===== src/rtl/ddr3_dfi_partial_wr.sv =====
`default_nettype none
// ============================================================================
// Module      : ddr3_dfi_partial_wr
// Description : DFI write-path partial-write injector. It registers every DFI
//               signal once and forces write byte masks per burst (truncate /
//               byte-lane / both). Option macro DDR3_PWR_WRDATA_ZERO_EN zeroes
//               the write data on fully masked beats.
// Revision    : 1.0 - initial release
// ============================================================================
module ddr3_dfi_partial_wr #(
    parameter int  DFI_DATA_W  = 32,
    parameter int  BURST_BEATS = 4,
    parameter int  STAT_W      = 16,
    localparam int MASK_W      = DFI_DATA_W / 8
) (
    input  logic                  clk_i,
    input  logic                  rst_i,
    input  logic                  cfg_valid_i,
    output logic                  cfg_ready_o,
    input  logic [1:0]            cfg_mode_i,
    input  logic [7:0]            cfg_beats_i,
    input  logic [MASK_W-1:0]     cfg_byte_mask_i,
    input  logic                  stat_clr_i,
    output logic [STAT_W-1:0]     stat_burst_o,
    output logic [STAT_W-1:0]     stat_partial_o,
    output logic                  busy_o,
    input  logic [14:0]           dfi_address_i,
    input  logic [2:0]            dfi_bank_i,
    input  logic                  dfi_ras_n_i,
    input  logic                  dfi_cas_n_i,
    input  logic                  dfi_we_n_i,
    input  logic                  dfi_cs_n_i,
    input  logic                  dfi_cke_i,
    input  logic                  dfi_odt_i,
    input  logic                  dfi_reset_n_i,
    input  logic                  dfi_rddata_en_i,
    input  logic [DFI_DATA_W-1:0] dfi_wrdata_i,
    input  logic                  dfi_wrdata_en_i,
    input  logic [MASK_W-1:0]     dfi_wrdata_mask_i,
    output logic [14:0]           dfi_address_o,
    output logic [2:0]            dfi_bank_o,
    output logic                  dfi_ras_n_o,
    output logic                  dfi_cas_n_o,
    output logic                  dfi_we_n_o,
    output logic                  dfi_cs_n_o,
    output logic                  dfi_cke_o,
    output logic                  dfi_odt_o,
    output logic                  dfi_reset_n_o,
    output logic                  dfi_rddata_en_o,
    output logic [DFI_DATA_W-1:0] dfi_wrdata_o,
    output logic                  dfi_wrdata_en_o,
    output logic [MASK_W-1:0]     dfi_wrdata_mask_o
);

    localparam logic [0:0] c_IDLE      = 1'b0;
    localparam logic [0:0] c_BURST     = 1'b1;
    localparam logic [7:0] c_LAST      = 8'(BURST_BEATS - 1);
    localparam logic [7:0] c_BEATS_RST = 8'(BURST_BEATS);

    logic [0:0]        r_state;
    logic [7:0]        r_idx;
    logic [1:0]        r_cfg_mode;
    logic [7:0]        r_cfg_beats;
    logic [MASK_W-1:0] r_cfg_byte_mask;
    logic [1:0]        r_snap_mode;
    logic [7:0]        r_snap_beats;
    logic [MASK_W-1:0] r_snap_byte_mask;
    logic [STAT_W-1:0] r_stat_burst;
    logic [STAT_W-1:0] r_stat_partial;

    logic                  w_first;
    logic [1:0]            w_mode;
    logic [7:0]            w_beats;
    logic [MASK_W-1:0]     w_byte_mask;
    logic [MASK_W-1:0]     w_force;
    logic                  w_cfg_ready;
    logic                  w_cfg_accept;
    logic                  w_cfg_forces;
    logic [DFI_DATA_W-1:0] w_wrdata;

    // The first beat of a burst uses the live config; later beats use the snapshot.
    assign w_first     = dfi_wrdata_en_i && (r_idx == 8'd0);
    assign w_mode      = w_first ? r_cfg_mode      : r_snap_mode;
    assign w_beats     = w_first ? r_cfg_beats     : r_snap_beats;
    assign w_byte_mask = w_first ? r_cfg_byte_mask : r_snap_byte_mask;

    // Mode bit 0 enables truncation, bit 1 enables byte-lane masking.
    always_comb begin
        w_force = '0;
        if (dfi_wrdata_en_i) begin
            if (w_mode[0] && (r_idx >= w_beats)) begin
                w_force = '1;
            end else if (w_mode[1]) begin
                w_force = w_byte_mask;
            end
        end
    end

    assign w_cfg_forces = (r_cfg_mode[0] && (r_cfg_beats < c_BEATS_RST)) ||
                          (r_cfg_mode[1] && (r_cfg_byte_mask != '0));

`ifdef DDR3_PWR_WRDATA_ZERO_EN
    assign w_wrdata = (&w_force) ? '0 : dfi_wrdata_i;
`else
    assign w_wrdata = dfi_wrdata_i;
`endif

    assign w_cfg_ready    = (r_state == c_IDLE) && !dfi_wrdata_en_i;
    assign w_cfg_accept   = cfg_valid_i && w_cfg_ready;
    assign cfg_ready_o    = w_cfg_ready;
    assign busy_o         = (r_state == c_BURST);
    assign stat_burst_o   = r_stat_burst;
    assign stat_partial_o = r_stat_partial;

    always_ff @(posedge clk_i) begin
        if (rst_i) begin
            dfi_address_o     <= '0;
            dfi_bank_o        <= '0;
            dfi_ras_n_o       <= 1'b1;
            dfi_cas_n_o       <= 1'b1;
            dfi_we_n_o        <= 1'b1;
            dfi_cs_n_o        <= 1'b1;
            dfi_cke_o         <= 1'b0;
            dfi_odt_o         <= 1'b0;
            dfi_reset_n_o     <= 1'b0;
            dfi_rddata_en_o   <= 1'b0;
            dfi_wrdata_o      <= '0;
            dfi_wrdata_en_o   <= 1'b0;
            dfi_wrdata_mask_o <= '0;
            r_state           <= c_IDLE;
            r_idx             <= '0;
            r_cfg_mode        <= 2'd0;
            r_cfg_beats       <= c_BEATS_RST;
            r_cfg_byte_mask   <= '0;
            r_snap_mode       <= 2'd0;
            r_snap_beats      <= c_BEATS_RST;
            r_snap_byte_mask  <= '0;
            r_stat_burst      <= '0;
            r_stat_partial    <= '0;
        end else begin
            dfi_address_o     <= dfi_address_i;
            dfi_bank_o        <= dfi_bank_i;
            dfi_ras_n_o       <= dfi_ras_n_i;
            dfi_cas_n_o       <= dfi_cas_n_i;
            dfi_we_n_o        <= dfi_we_n_i;
            dfi_cs_n_o        <= dfi_cs_n_i;
            dfi_cke_o         <= dfi_cke_i;
            dfi_odt_o         <= dfi_odt_i;
            dfi_reset_n_o     <= dfi_reset_n_i;
            dfi_rddata_en_o   <= dfi_rddata_en_i;
            dfi_wrdata_o      <= w_wrdata;
            dfi_wrdata_en_o   <= dfi_wrdata_en_i;
            dfi_wrdata_mask_o <= dfi_wrdata_mask_i | w_force;

            r_state <= dfi_wrdata_en_i ? c_BURST : c_IDLE;

            // Wrapping index splits gapless back-to-back bursts.
            if (dfi_wrdata_en_i) begin
                r_idx <= (r_idx == c_LAST) ? 8'd0 : r_idx + 8'd1;
            end else begin
                r_idx <= 8'd0;
            end

            if (w_first) begin
                r_snap_mode      <= r_cfg_mode;
                r_snap_beats     <= r_cfg_beats;
                r_snap_byte_mask <= r_cfg_byte_mask;
            end

            if (w_cfg_accept) begin
                r_cfg_mode      <= cfg_mode_i;
                r_cfg_beats     <= cfg_beats_i;
                r_cfg_byte_mask <= cfg_byte_mask_i;
            end

            if (stat_clr_i) begin
                r_stat_burst   <= '0;
                r_stat_partial <= '0;
            end else if (w_first) begin
                if (r_stat_burst != '1) begin
                    r_stat_burst <= r_stat_burst + 1'b1;
                end
                if (w_cfg_forces && (r_stat_partial != '1)) begin
                    r_stat_partial <= r_stat_partial + 1'b1;
                end
            end
        end
    end

endmodule
`default_nettype wire


===== config.mk =====
export PLATFORM = sky130hd
export DESIGN_NAME = ddr3_dfi_partial_wr
export DESIGN_NICKNAME = d
export VERILOG_FILES = /design/src/rtl/ddr3_dfi_partial_wr.sv
export SDC_FILE = /design/constraint.sdc
export NUM_CORES = 1
export LEC_CHECK = 0
export ABC_CLOCK_PERIOD_IN_PS = 3900
export CAP_MARGIN = 20
export CORE_UTILIZATION = 44
export DETAILED_ROUTE_END_ITERATION = 10
export PLACE_DENSITY = 0.86
export SETUP_SLACK_MARGIN = 0.4
export SLEW_MARGIN = 20
export SYNTH_ARGS = -nofsm -noshare
export SYNTH_HDL_FRONTEND = slang
export SYNTH_SLANG_ARGS = --single-unit

===== constraint.sdc =====
create_clock -name clk_i -period 3.9 [get_ports clk_i]
set_input_delay 0.78 -clock clk_i [delete_from_list [all_inputs] [get_ports clk_i]]
set_output_delay 0.78 -clock clk_i [all_outputs]
set_load 0.01 [all_outputs]

* Word level (Yosys, flattened, before mapping) *
Cells that the tools add are included.

cells by class
  add/subtract/negate cells = 3
  order comparisons = 2
  equal/unequal tests = 3
  muxes and demuxes = 7
  bitwise operators = 3
  reductions and logical operators = 15

operator list
  operator                                             count
  adder 16 x 1 -> 16 bit, second input constant        2
  inequality test 16 bit, second input constant        2
  two-way mux 4 bit                                    4
  adder 8 x 1 -> 8 bit, second input constant          1
  equality test 8 x 2 -> 1 bit, second input constant  1
  >= comparator 8 bit                                  1
  logical NOT 8 bit                                    1
  < comparator 8 x 3 -> 1 bit, second input constant   1
  two-way mux 8 bit                                    1
  logical AND 1 bit                                    7
  bitwise OR 4 bit                                     1
  AND reduction 2 bit                                  2
  nonzero test 4 bit                                   1
  OR reduction 3 bit                                   1
  two-way mux 2 bit                                    1
  inverter 1 bit                                       2
  OR reduction 2 bit                                   1
  logical NOT 1 bit                                    1
  logical OR 1 bit                                     1
  two-way mux 1 bit                                    1

word-level totals
  register bits = 132
  input bits = 81

* Longest topological paths before layout *
Gate-level depths: netlist (run 1).

  depth after elaboration = 8
  mapped depth = 13
  depth with buffers taken out = 11

* Worst setup path after synthesis (run 1) *
OpenSTA, ideal clock, no wires.

  kind = register to register
  start point = register r_idx[3]
  end point = register dfi_wrdata_mask_o[0]
  library setup time = 133 ps
  arrival = 2991 ps
  required time = 3767 ps
  setup slack = 776 ps
  cell stages (with the launch flop) = 12
  path buffers = 2
  period minus slack after synthesis = 3124 ps
  cells stage by stage = dfxtp_1 -> or4_4 -> or4_4 -> buf_6 -> clkbuf_1 -> mux2i_1 -> ha_1 -> a21o_1 -> a21o_1 -> a21oi_1 -> o31a_1 -> o22ai_1

between the ends
  word-level cells in the longest chain between the ends = 8
  elaborated cells on any way between the ends = 11

ends and longest elaborated chain
  item                    RTL line  text
  from (decl)             61        logic [7:0] r_idx;
  from (signal assigned)  159       r_idx <= (r_idx == c_LAST) ? 8'd0 : r_idx + 8'd1;
  logical NOT 8 bit       82        assign w_first = dfi_wrdata_en_i && (r_idx == 8'd0);
  logical AND 1 bit       82
  two-way mux 8 bit       n/a
  >= comparator 8 bit     91        if (w_mode[0] && (r_idx >= w_beats)) begin
  logical AND 1 bit       91
  two-way mux 4 bit *     91
  two-way mux 4 bit *     90        if (dfi_wrdata_en_i) begin
  bitwise OR 4 bit *      153       dfi_wrdata_mask_o <= dfi_wrdata_mask_i | w_force;
  to (signal assigned)    153
  to (decl)               52        output logic [MASK_W-1:0] dfi_wrdata_mask_o

Mark *: on every way between the ends. The rest lies on a longest branch, timed or not.
A chain may end at the register's enable or synchronous reset.

* Worst setup path in the final report (run 1) *
  start point = register r_idx[2]
  end point = register dfi_wrdata_mask_o[1]

Same word-level chain as after synthesis.

==> results_dict.tcl, run 1 <==
set metrics [dict create \
    run_status "completed" \
    synth_warnings 0 \
    timing.rr.end "dfi_wrdata_mask_o[1]$_SDFF_PP0_" \
    hold-worst-slack_ns 0.457 \
    grt_start_max_net_pins 56 \
    ctsResizeCount 0 \
    cts_tree "done" \
    fp.dieH_um 107 \
    final_nets 773 \
    clk-insertion-delay-late_ns 0.51 \
    final.fill_count 753 \
    regToRegStartpoint "r_idx[2]$_SDFF_PP0_" \
    routed_wl_mm 13.1 \
    root_buffer "sky130_fd_sc_hd__clkbuf_8" \
    post_cts_setup_repair_bufs 0 \
    static-leakage-power_nw 2.74 \
    timing.hold.worst_endpoint "r_cfg_beats[1]$_SDFFE_PP0P_" \
    initial_cell_density_of_the_core 0.461 \
    max_clock_freq_mhz 314 \
    worst-endpoint-arrival_ns 3.54 \
    ys_ff_latch 131 \
    cts_buffers 17 \
    die_area_um2 11400 \
    timing.final.crit_share 0.815 \
    wl_per_cell_um 15.8 \
    drive_above_1_share 0.0678 \
    setup_viol_count_final 0 \
    timing_worst_slew_pin_value_ns 0.893 \
    netlist-cell-type-count 41 \
    relSlewSlack 0.399 \
    floorplan.io_pins 178 \
    groute.usage.overall 0.240 \
    layout_min_cycle_time_ns 3.18 \
    setup_repair_after_global_routing_missed_its_margin "false" \
    number_of_antenna_violations_at_the_first_check_in_global_routing 0 \
    globalRoute.totalOverflow 0 \
    drc_errors 0 \
    route.vias.total 4242 \
    multi_input_area_um2 2080 \
    power-per-cell-area_nw_per_um2 464 \
    syn-mean-instance-area_um2 9.58 \
    synthesis.area_um2 4830 \
    sequential_cell_area_um2 2620 \
    path_class "flop to flop" \
    final_max_slew_viol_count 0 \
    grt_pass1_wl_mm 21.0 \
    syn_to_final_growth_pct 52.0 \
    vias_per_cell 5.12 \
    timing_hold_violations_final 0 \
    clock_pin_slew_on_the_worst_setup_and_hold_paths_ns 0.06 \
    htree_levels 4 \
    port_bufs 177 \
    top_fanout_value_on_the_critical_path 24 \
    first_global_vias 4386 \
    timing.hold.worst_path_depth 2 \
    drt-initial-drc-count 191 \
    worst_r2r_path_depth 10 \
    worst_skew_ns 0.00872 \
    dp_worst_setup_slack_ns 0.398 \
    drv_cap 0 \
    rows 37 \
    clk_path_buf_depth 2 \
    cts-hold-fix-buffers 0 \
    max-vdd-ir-drop_mv 0.293 \
    antenna_violating_nets_post_route 0 \
    critPathCaptureType "flop" \
    timing.hold.worst.class "flop to flop" \
    worstSetupStartpointType "flop" \
    antennaDiodeCount 0 \
    final.setup.worst_slack_ns 0.720 \
    gp_routability_congestion 0.852 \
    ff2ff_setup_slack_ns 0.72 \
    fin_tns_setup_ns 0 \
    drt_pre_antenna_iters 5 \
    synth_fp_nets 597 \
    design.core.area_um2 10500 \
    postSynthCellCount 504 \
    hold_path_startpoint "r_cfg_beats[1]$_SDFFE_PP0P_" \
    detailed_placer_s_ending_hpwl_mm 9.20 \
    layout.core_utilization 0.702 \
    crit_required_ns 4.26 \
    synth_seq_area_share 0.543 \
    tritoncts_num_sinks 131 \
    dieWidth_um 107 \
]
-- worst max-delay path, stage by stage (launching register included) --
cell,delay (ns)
sky130_fd_sc_hd__dfxtp_1,0.37
sky130_fd_sc_hd__or4_4,0.54
sky130_fd_sc_hd__or4_4,0.51
sky130_fd_sc_hd__buf_4,0.24
sky130_fd_sc_hd__mux2i_1,0.23
sky130_fd_sc_hd__ha_1,0.28
sky130_fd_sc_hd__a21o_1,0.19
sky130_fd_sc_hd__a21o_1,0.17
sky130_fd_sc_hd__a21oi_1,0.15
sky130_fd_sc_hd__o31a_1,0.24
sky130_fd_sc_hd__o22ai_1,0.12
-- Yosys cell counts, drive strengths merged --
master	number	area (um^2)
nand3	16	80.1
o31a	1	8.76
dfxtp	131	2620
nor3b	2	15.0
or3	13	81.3
ha	12	150
o21ai	12	60.1
inv	4	15.0
xnor2	16	140
nor3	11	55.1
nand2b	4	25.0
mux2i	19	190
xor2	6	52.6
a211o	1	8.76
nand4	9	56.3
a211oi	1	7.51
a21oi	32	160
a22oi	1	7.51
buf	6	37.5
mux2	1	11.3
and2	1	6.26
or4	4	37.5
o211ai	1	7.51
o22ai	4	25.0
nor4b	3	26.3
a21o	3	22.5
clkbuf	19	71.3
or2	5	31.3
nor4	8	50.1
and4b	1	10.0
nor2	42	158
nand3b	1	7.51
nor2b	56	350
and4	1	8.76
nand2	51	191
and3	6	38.8
-- per-stage QoR --
| stage | total power (W) | cells | instance area [um^2] |
|---|---|---|---|
| after detailed placement | 0.00171 | 797 | 6690 |
| after global routing | 0.00352 | 829 | 7340 |
| after CTS | 0.00343 | 829 | 7340 |
| final | 0.00340 | 829 | 7340 |
| after floorplan | 0.00154 | 504 | 4830 |
| after global placement | 0.00171 | 797 | 6690 |
-- cells in the final DEF (no fill, tap or decap), types with 4 or more instances in the layout --
| cell | Yosys | layout |
|---|---|---|
| sky130_fd_sc_hd__or2_2 | 5 | 5 |
| sky130_fd_sc_hd__xnor2_1 | 16 | 16 |
| sky130_fd_sc_hd__and3_1 | 5 | 5 |
| sky130_fd_sc_hd__o21ai_0 | 12 | 12 |
| sky130_fd_sc_hd__a21oi_1 | 32 | 32 |
| sky130_fd_sc_hd__dfxtp_1 | 131 | 131 |
| sky130_fd_sc_hd__xor2_1 | 6 | 6 |
| sky130_fd_sc_hd__o22ai_1 | 4 | 4 |
| sky130_fd_sc_hd__nor2_1 | 42 | 42 |
| sky130_fd_sc_hd__mux2i_1 | 19 | 19 |
| sky130_fd_sc_hd__nand2b_1 | 4 | 4 |
| sky130_fd_sc_hd__nand3_1 | 16 | 16 |
| sky130_fd_sc_hd__clkbuf_16 | 0 | 16 |
| sky130_fd_sc_hd__nor2b_1 | 56 | 56 |
| sky130_fd_sc_hd__bufinv_16 | 0 | 5 |
| sky130_fd_sc_hd__inv_1 | 4 | 4 |
| sky130_fd_sc_hd__or3_1 | 13 | 13 |
| sky130_fd_sc_hd__nor3_1 | 11 | 11 |
| sky130_fd_sc_hd__nand4_1 | 9 | 9 |
| sky130_fd_sc_hd__nand2_1 | 51 | 51 |
| sky130_fd_sc_hd__nor4_1 | 8 | 8 |
| sky130_fd_sc_hd__clkdlybuf4s50_1 | 0 | 176 |
| sky130_fd_sc_hd__buf_4 | 1 | 5 |
| sky130_fd_sc_hd__ha_1 | 12 | 12 |
-- power by group --
part	total (W)	leakage [nW]	internal (W)	switching [W]
registers	0.00141	1.08	0.00139	0.0000208
logic	0.000284	1.35	0.000170	0.000114
clock network	0.00171	0.310	0.00114	0.000578
total	0.00340	2.74	0.00269	0.000713
-- kinds of logic after synthesis --
kind of cell	count (synthesis)	synth area share
buf+inv	29	0.0257
fa+ha+maj	12	0.0311
flops	131	0.543
mux	20	0.0417
simple gates	234	0.255
xor+xnor	22	0.0399
compound gates	56	0.0638
-- cell type report --
class,count,share of cell area
clock buffers,19,0.0602
clock inverters,13,0.0280
inverters,4,0.00205
multi-input cells,344,0.283
flip-flops and latches,131,0.357
well taps,136,0.0232
repair buffers,182,0.246
-- layer usage --
layer,GRT usage,share of wire
met1,0.253,0.38
met2,0.435,0.53
met3,0.0760,0.070
met4,0.105,0.015
met5,0,0
-- worst max-delay path by stage --
stage	from	endpoint	slack, ns	cells past startpoint
after global placement	dfi_wrdata_en_i	dfi_wrdata_mask_o[1]$_SDFF_PP0_	0.47	11
after CTS	r_idx[3]$_SDFF_PP0_	dfi_wrdata_mask_o[1]$_SDFF_PP0_	0.73	10
final	r_idx[2]$_SDFF_PP0_	dfi_wrdata_mask_o[1]$_SDFF_PP0_	0.72	10
after floorplan	r_idx[3]$_SDFF_PP0_	dfi_wrdata_mask_o[0]$_SDFF_PP0_	0.78	11
after global routing	r_idx[3]$_SDFF_PP0_	dfi_wrdata_mask_o[1]$_SDFF_PP0_	0.58	10
after detailed placement	dfi_wrdata_en_i	dfi_wrdata_mask_o[1]$_SDFF_PP0_	0.40	11
-- sequential cells by signal, summed over array words and instances, names as in the netlist, 3 cells and up --
signal	count
dfi_wrdata_o	32
stat_burst_o	16
stat_partial_o	16
dfi_address_o	15
r_cfg_beats	8
r_idx	8
r_snap_beats	8
dfi_wrdata_mask_o	4
r_cfg_byte_mask	4
r_snap_byte_mask	4
dfi_bank_o	3
Power figures use the tool's default switching activity.
==> inputs of run 2 (changes only) <==
ABC_CLOCK_PERIOD_IN_PS = 2700   (was 3900)
CORE_UTILIZATION = 40   (was 44)
PLACE_DENSITY = 0.83   (was 0.86)
clock period = 2.7 ns   (was 3.9 ns; I/O delays follow)
==> results_dict.tcl, run 2 (synthesized netlist as in run 1, its figures left out) <==
set metrics [dict create \
    run_status "finished, violations left" \
    failing_checks "DRC, setup timing" \
    vias_per_cell 5.11 \
    final.fill_count 793 \
    grt_pass1_wl_mm 21.1 \
    max_clock_freq_mhz 351 \
    wl_per_cell_um 15.8 \
    critical_path.n_buffers_inverters 2 \
    die_area_um2 12500 \
    largest_reg_flops 32 \
    hold_path_startpoint "rst_i" \
    timing.hold.worst.class "input port to flop" \
    detailed_placer_s_ending_hpwl_mm 9.07 \
    clk-insertion-delay-late_ns 0.42 \
    final_max_slew_viol_count 0 \
    worst-endpoint-arrival_ns 3.13 \
    timing_worst_slew_pin_value_ns 0.904 \
    critPathCaptureType "flop" \
    startpoint "r_idx[2]$_SDFF_PP0_" \
    cts-hold-fix-buffers 0 \
    dpl.cell_count 823 \
    fin_tns_setup_ns -0.824 \
    top_fanout_value_on_the_critical_path 7 \
    worst_skew_ns 0.00580 \
    clock_pin_slew_on_the_worst_setup_and_hold_paths_ns 0.06 \
    clk_path_buf_depth 2 \
    dpl-instance-area_um2 6860 \
    worst_path_largest_cell_delay_ns 0.55 \
    finish.instance_area_um2 7990 \
    layout_min_cycle_time_ns 2.85 \
    registers.top_by_ff_count "dfi_wrdata_o" \
    cts_buffers 17 \
    globalRoute.totalOverflow 0 \
    drt-initial-drc-count 389 \
    power-per-cell-area_nw_per_um2 587 \
    layout.core_utilization 0.691 \
    grt_start_max_net_pins 55 \
    worstSetupStartpointType "flop" \
    crit_required_ns 2.99 \
    timing_hold_violations_final 0 \
    cp_depth 11 \
    setup_viol_count_final 8 \
    dieWidth_um 112 \
    path_delay_family "simple AND/OR/NAND/NOR gates" \
    static-leakage-power_nw 2.96 \
    drive_above_1_share 0.166 \
    path_class "flop to flop" \
    max-vdd-ir-drop_mv 0.559 \
    groute.usage.overall 0.217 \
    regToRegStartpoint "r_idx[2]$_SDFF_PP0_" \
    first_global_vias 4494 \
    critical_path.slowest_cell "sky130_fd_sc_hd__or4_4" \
    final_common_cell "sky130_fd_sc_hd__clkdlybuf4s50_1" \
    floorplan.io_pins 178 \
    gp_routability_congestion 0.838 \
    worst_r2r_path_depth 11 \
    relSlewSlack 0.397 \
    routed_wl_mm 13.7 \
    antenna_violating_nets_post_route 0 \
    timing.final.crit_share 1.05 \
    timing.hold.worst_path_depth 2 \
    drc_errors 7 \
    tritoncts_num_sinks 131 \
    syn_to_final_growth_pct 65.5 \
    rows 39 \
    port_bufs 177 \
    root_buffer "sky130_fd_sc_hd__clkbuf_16" \
    route.vias.total 4437 \
    design.core.area_um2 11600 \
    fp.dieH_um 112 \
    setup_repair_after_global_routing_missed_its_margin "true" \
    htree_levels 4 \
    finalNonFillerCells 868 \
    final_nets 805 \
    drv_cap 0 \
    initial_cell_density_of_the_core 0.417 \
    number_of_antenna_violations_at_the_first_check_in_global_routing 0 \
    final_cell_mix "175 x sky130_fd_sc_hd__clkdlybuf4s50_1, 129 x sky130_fd_sc_hd__dfxtp_1, 56 x sky130_fd_sc_hd__nor2b_1, 50 x sky130_fd_sc_hd__nand2_1, 41 x sky130_fd_sc_hd__nor2_1" \
    drt_pre_antenna_iters 7 \
    antennaDiodeCount 0 \
    final.setup.worst_slack_ns -0.147 \
    cts_tree "done" \
    critical_path.cell_chain "or4_4 -> or4_4 -> buf_8 -> buf_6 -> mux2i_2 -> ha_2 -> a21o_1 -> a21o_1 -> a21oi_2 -> o31a_1 -> o22ai_1" \
]
==> run 2: changes by cell type in the layout (fill, tap and decap cells not counted), moves of 5 or more <==
cell,change
sky130_fd_sc_hd__nor3_4,+7
sky130_fd_sc_hd__a21oi_2,+5
sky130_fd_sc_hd__o21ai_0,-6
sky130_fd_sc_hd__nor4_4,+6
sky130_fd_sc_hd__buf_6,+8
sky130_fd_sc_hd__a21oi_1,-5
sky130_fd_sc_hd__nor3_1,-7
sky130_fd_sc_hd__nor4_1,-6
sky130_fd_sc_hd__buf_4,+18
==> run 2: per-layer routing <==
metal	vias to the layer above	part of all wire	GRT usage
li1	2129	-	-
met1	2096	0.38	0.229
met2	188	0.51	0.387
met3	24	0.088	0.0860
met4	0	0.022	0.0847
met5	-	0	0
==> run 2: power by group <==
part | leakage [nW] | switching [W] | internal, W
Clock | 0.269 | 0.000853 | 0.00132
Combinational | 1.62 | 0.000189 | 0.000299
Sequential | 1.08 | 0.0000289 | 0.00200
Total | 2.96 | 0.00107 | 0.00362
==> run 2: final timing paths <==
path	slack [ns]	end
worst min register to register	0.46	r_cfg_beats[1]$_SDFFE_PP0P_
worst min-delay path	0.45	dfi_wrdata_en_o$_SDFF_PP0_
worst max-delay path	-0.15	dfi_wrdata_mask_o[2]$_SDFF_PP0_
worst max register to register	-0.15	dfi_wrdata_mask_o[2]$_SDFF_PP0_
==> run 2: what timing repair did <==
item / 4_1_cts / 5_1_grt
gates resized for setup: 56 / 26
endpoints found under the setup margin: 29 / 36
setup buffers: 6 / 4
cloned: 2 / 1
pin swaps: 43 / 19
==> run 2: per-stage QoR <==
stage	power (W)	worst slack (ns)	hold slack, ns
3_5_place_dp	0.00248	-0.526	0.458
5_1_grt	0.00484	-0.235	0.466
4_1_cts	0.00468	-0.177	0.443
3_3_place_gp	0.00247	-0.398	0.455
6_report	0.00469	-0.147	0.445
2_1_floorplan	0.00223	-0.132	0.436
==> run 2: final cells by class <==
cell class                      instances  area, um^2  share of cell area
Sequential cell                       131        2630               0.329
Multi-Input combinational cell        345        2470               0.309
Timing Repair Buffer                  213        2140               0.267
Clock buffer                           21         460              0.0576
Tap cell                              143         179              0.0224
Clock inverter                         11         106              0.0133
Inverter                                4        15.0             0.00188
==> inputs of run 3 (changes only) <==
CTS_CLUSTER_DIAMETER = 40   (was default)
GPL_TIMING_DRIVEN = 0   (was default)
==> results_dict.tcl, run 3 (synthesized netlist as in run 1, its figures left out) <==
set metrics [dict create \
    drive_above_1_share 0.156 \
    clk-insertion-delay-late_ns 0.42 \
    multi_input_area_um2 2410 \
    gp_routability_congestion 0.864 \
    grt_pass1_wl_mm 22.1 \
    root_buffer "sky130_fd_sc_hd__clkbuf_16" \
    worst_skew_ns 0.0102 \
    route.vias.total 4486 \
    largest_reg_flops 32 \
    final_cell_mix "176 x sky130_fd_sc_hd__clkdlybuf4s50_1, 128 x sky130_fd_sc_hd__dfxtp_1, 56 x sky130_fd_sc_hd__nor2b_1, 51 x sky130_fd_sc_hd__nand2_1, 42 x sky130_fd_sc_hd__nor2_1" \
    static-leakage-power_nw 2.96 \
    wl_met1_mm 5.35 \
    die_area_um2 12500 \
    finalNonFillerCells 876 \
    top_routing_layer_in_use "met4" \
    timing_hold_violations_final 0 \
    drc_errors 7 \
    final.fill_count 848 \
    max_clock_freq_mhz 333 \
    worst-endpoint-arrival_ns 3.29 \
    met3_length_mm 1.21 \
    layout_min_cycle_time_ns 3.01 \
    htree_levels 4 \
    timing.final.crit_share 1.11 \
    port_bufs 177 \
    fp.dieH_um 112 \
    power-per-cell-area_nw_per_um2 609 \
    cts_tree "done" \
    dp_worst_setup_slack_ns -0.914 \
    routed-wl-met2_mm 7.21 \
    final_max_slew_viol_count 0 \
    run_status "finished, violations left" \
    clk_path_buf_depth 2 \
    worstSetupStartpointType "flop" \
    registers.top_by_ff_count "dfi_wrdata_o" \
    setup_repair_after_global_routing_missed_its_margin "true" \
    globalRoute.totalOverflow 0 \
    final_nets 813 \
    antennaDiodeCount 0 \
    drt-initial-drc-count 239 \
    wl_per_cell_um 16.0 \
    setup_viol_count_final 13 \
    sequential_cell_area_um2 2630 \
    floorplan.io_pins 178 \
    max-vdd-ir-drop_mv 0.447 \
    first_global_vias 4609 \
    layout.core_utilization 0.689 \
    cts-hold-fix-buffers 0 \
    tritoncts_num_sinks 131 \
    dieWidth_um 112 \
    clock_pin_slew_on_the_worst_setup_and_hold_paths_ns 0.06 \
    syn_to_final_growth_pct 65.1 \
    crit_required_ns 2.98 \
    vias_per_cell 5.12 \
    timing.hold.worst.class "flop to flop" \
    rows 39 \
    failing_checks "DRC, setup timing" \
    final.setup.worst_slack_ns -0.306 \
    drv_cap 0 \
    drt_pre_antenna_iters 10 \
    final_common_cell "sky130_fd_sc_hd__clkdlybuf4s50_1" \
    routed_wl_mm 14.0 \
    initial_cell_density_of_the_core 0.417 \
    path_class "flop to flop" \
    cts_buffers 17 \
    dpl.cell_count 824 \
    timing_worst_slew_pin_value_ns 0.802 \
    relSlewSlack 0.465 \
    grt_start_max_net_pins 17 \
    antenna_violating_nets_post_route 0 \
    design.core.area_um2 11600 \
    top_fanout_value_on_the_critical_path 5 \
    number_of_antenna_violations_at_the_first_check_in_global_routing 0 \
    detailed_placer_s_ending_hpwl_mm 9.41 \
    groute.usage.overall 0.228 \
    critPathCaptureType "flop" \
]
## run 3: changes by cell type in the layout (fill, tap and decap cells not counted), moves of 3 or more
cell	change
sky130_fd_sc_hd__a21oi_1	-4
sky130_fd_sc_hd__a21oi_2	+4
sky130_fd_sc_hd__buf_4	-10
sky130_fd_sc_hd__clkbuf_1	+16
sky130_fd_sc_hd__nor3_1	+3
sky130_fd_sc_hd__nor3_4	-5
sky130_fd_sc_hd__or3_1	-4
sky130_fd_sc_hd__or3_4	+4
## run 3: path summary, 6_finish.rpt
kind                                             startpoint                               to  slack (ns)  cells past startpoint
worst max register to register          r_idx[2]$_SDFF_PP0_  dfi_wrdata_mask_o[3]$_SDFF_PP0_       -0.31                     11
worst min-delay path            r_cfg_beats[1]$_SDFFE_PP0P_      r_cfg_beats[1]$_SDFFE_PP0P_        0.48                      2
worst max-delay path                    r_idx[2]$_SDFF_PP0_  dfi_wrdata_mask_o[3]$_SDFF_PP0_       -0.31                     11
worst min register to register  r_cfg_beats[1]$_SDFFE_PP0P_      r_cfg_beats[1]$_SDFFE_PP0P_        0.48                      2
## run 3: what timing repair did
| item | in CTS | in global routing |
|---|---|---|
| cloned | 1 | 0 |
| pin swaps | 36 | 17 |
| buffers inserted | 17 | 2 |
| endpoints found under the setup margin | 34 | 36 |
| gates resized for setup | 53 | 31 |
| endpoints found under the hold margin | 0 | 0 |
## run 3: through the flow
stage / hold WS, ns / TNS (ns) / total power (W) / instance area (um^2)
3_3_place_gp: 0.455 / -9.02 / 0.00248 / 6820
6_report: 0.482 / -1.82 / 0.00485 / 7970
5_1_grt: 0.503 / -2.93 / 0.00501 / 7970
4_1_cts: 0.481 / -1.40 / 0.00486 / 7820
3_5_place_dp: 0.465 / -9.89 / 0.00249 / 6820
2_1_floorplan: 0.436 / -0.530 / 0.00223 / 4870
## run 3: final cells by class
class / instances / share of cell area
clock inverter: 11 / 0.0191
inverter: 4 / 0.00188
sequential: 131 / 0.330
tap: 143 / 0.0224
timing repair buffer: 197 / 0.245
buffer: 25 / 0.0209
multi-input combinational: 344 / 0.303
clock buffer: 21 / 0.0578
## run 3: power by group
group | leakage [nW] | switching, W | total [W] | internal (W)
registers | 1.08 | 0.0000298 | 0.00203 | 0.00200
clock network | 0.290 | 0.000845 | 0.00235 | 0.00151
logic | 1.59 | 0.000186 | 0.000473 | 0.000286
## run 3: critical path, stage by stage, from the launching register on
cell and delay (ns):
sky130_fd_sc_hd__dfxtp_4 0.34, sky130_fd_sc_hd__or4_4 0.53, sky130_fd_sc_hd__or4_4 0.44, sky130_fd_sc_hd__buf_8 0.15, sky130_fd_sc_hd__clkbuf_16 0.16, sky130_fd_sc_hd__mux2i_4 0.21
sky130_fd_sc_hd__ha_4 0.23, sky130_fd_sc_hd__a21o_1 0.15, sky130_fd_sc_hd__a21o_1 0.16, sky130_fd_sc_hd__a21oi_2 0.13, sky130_fd_sc_hd__o31a_1 0.24, sky130_fd_sc_hd__o22ai_1 0.12
## run 3: metal layers
| layer | global-route usage | up-vias |
|---|---|---|
| met5 | 0 | - |
| met4 | 0.0937 | 0 |
| met3 | 0.0882 | 26 |
| met2 | 0.405 | 222 |
| met1 | 0.240 | 2091 |
| li1 | - | 2147 |
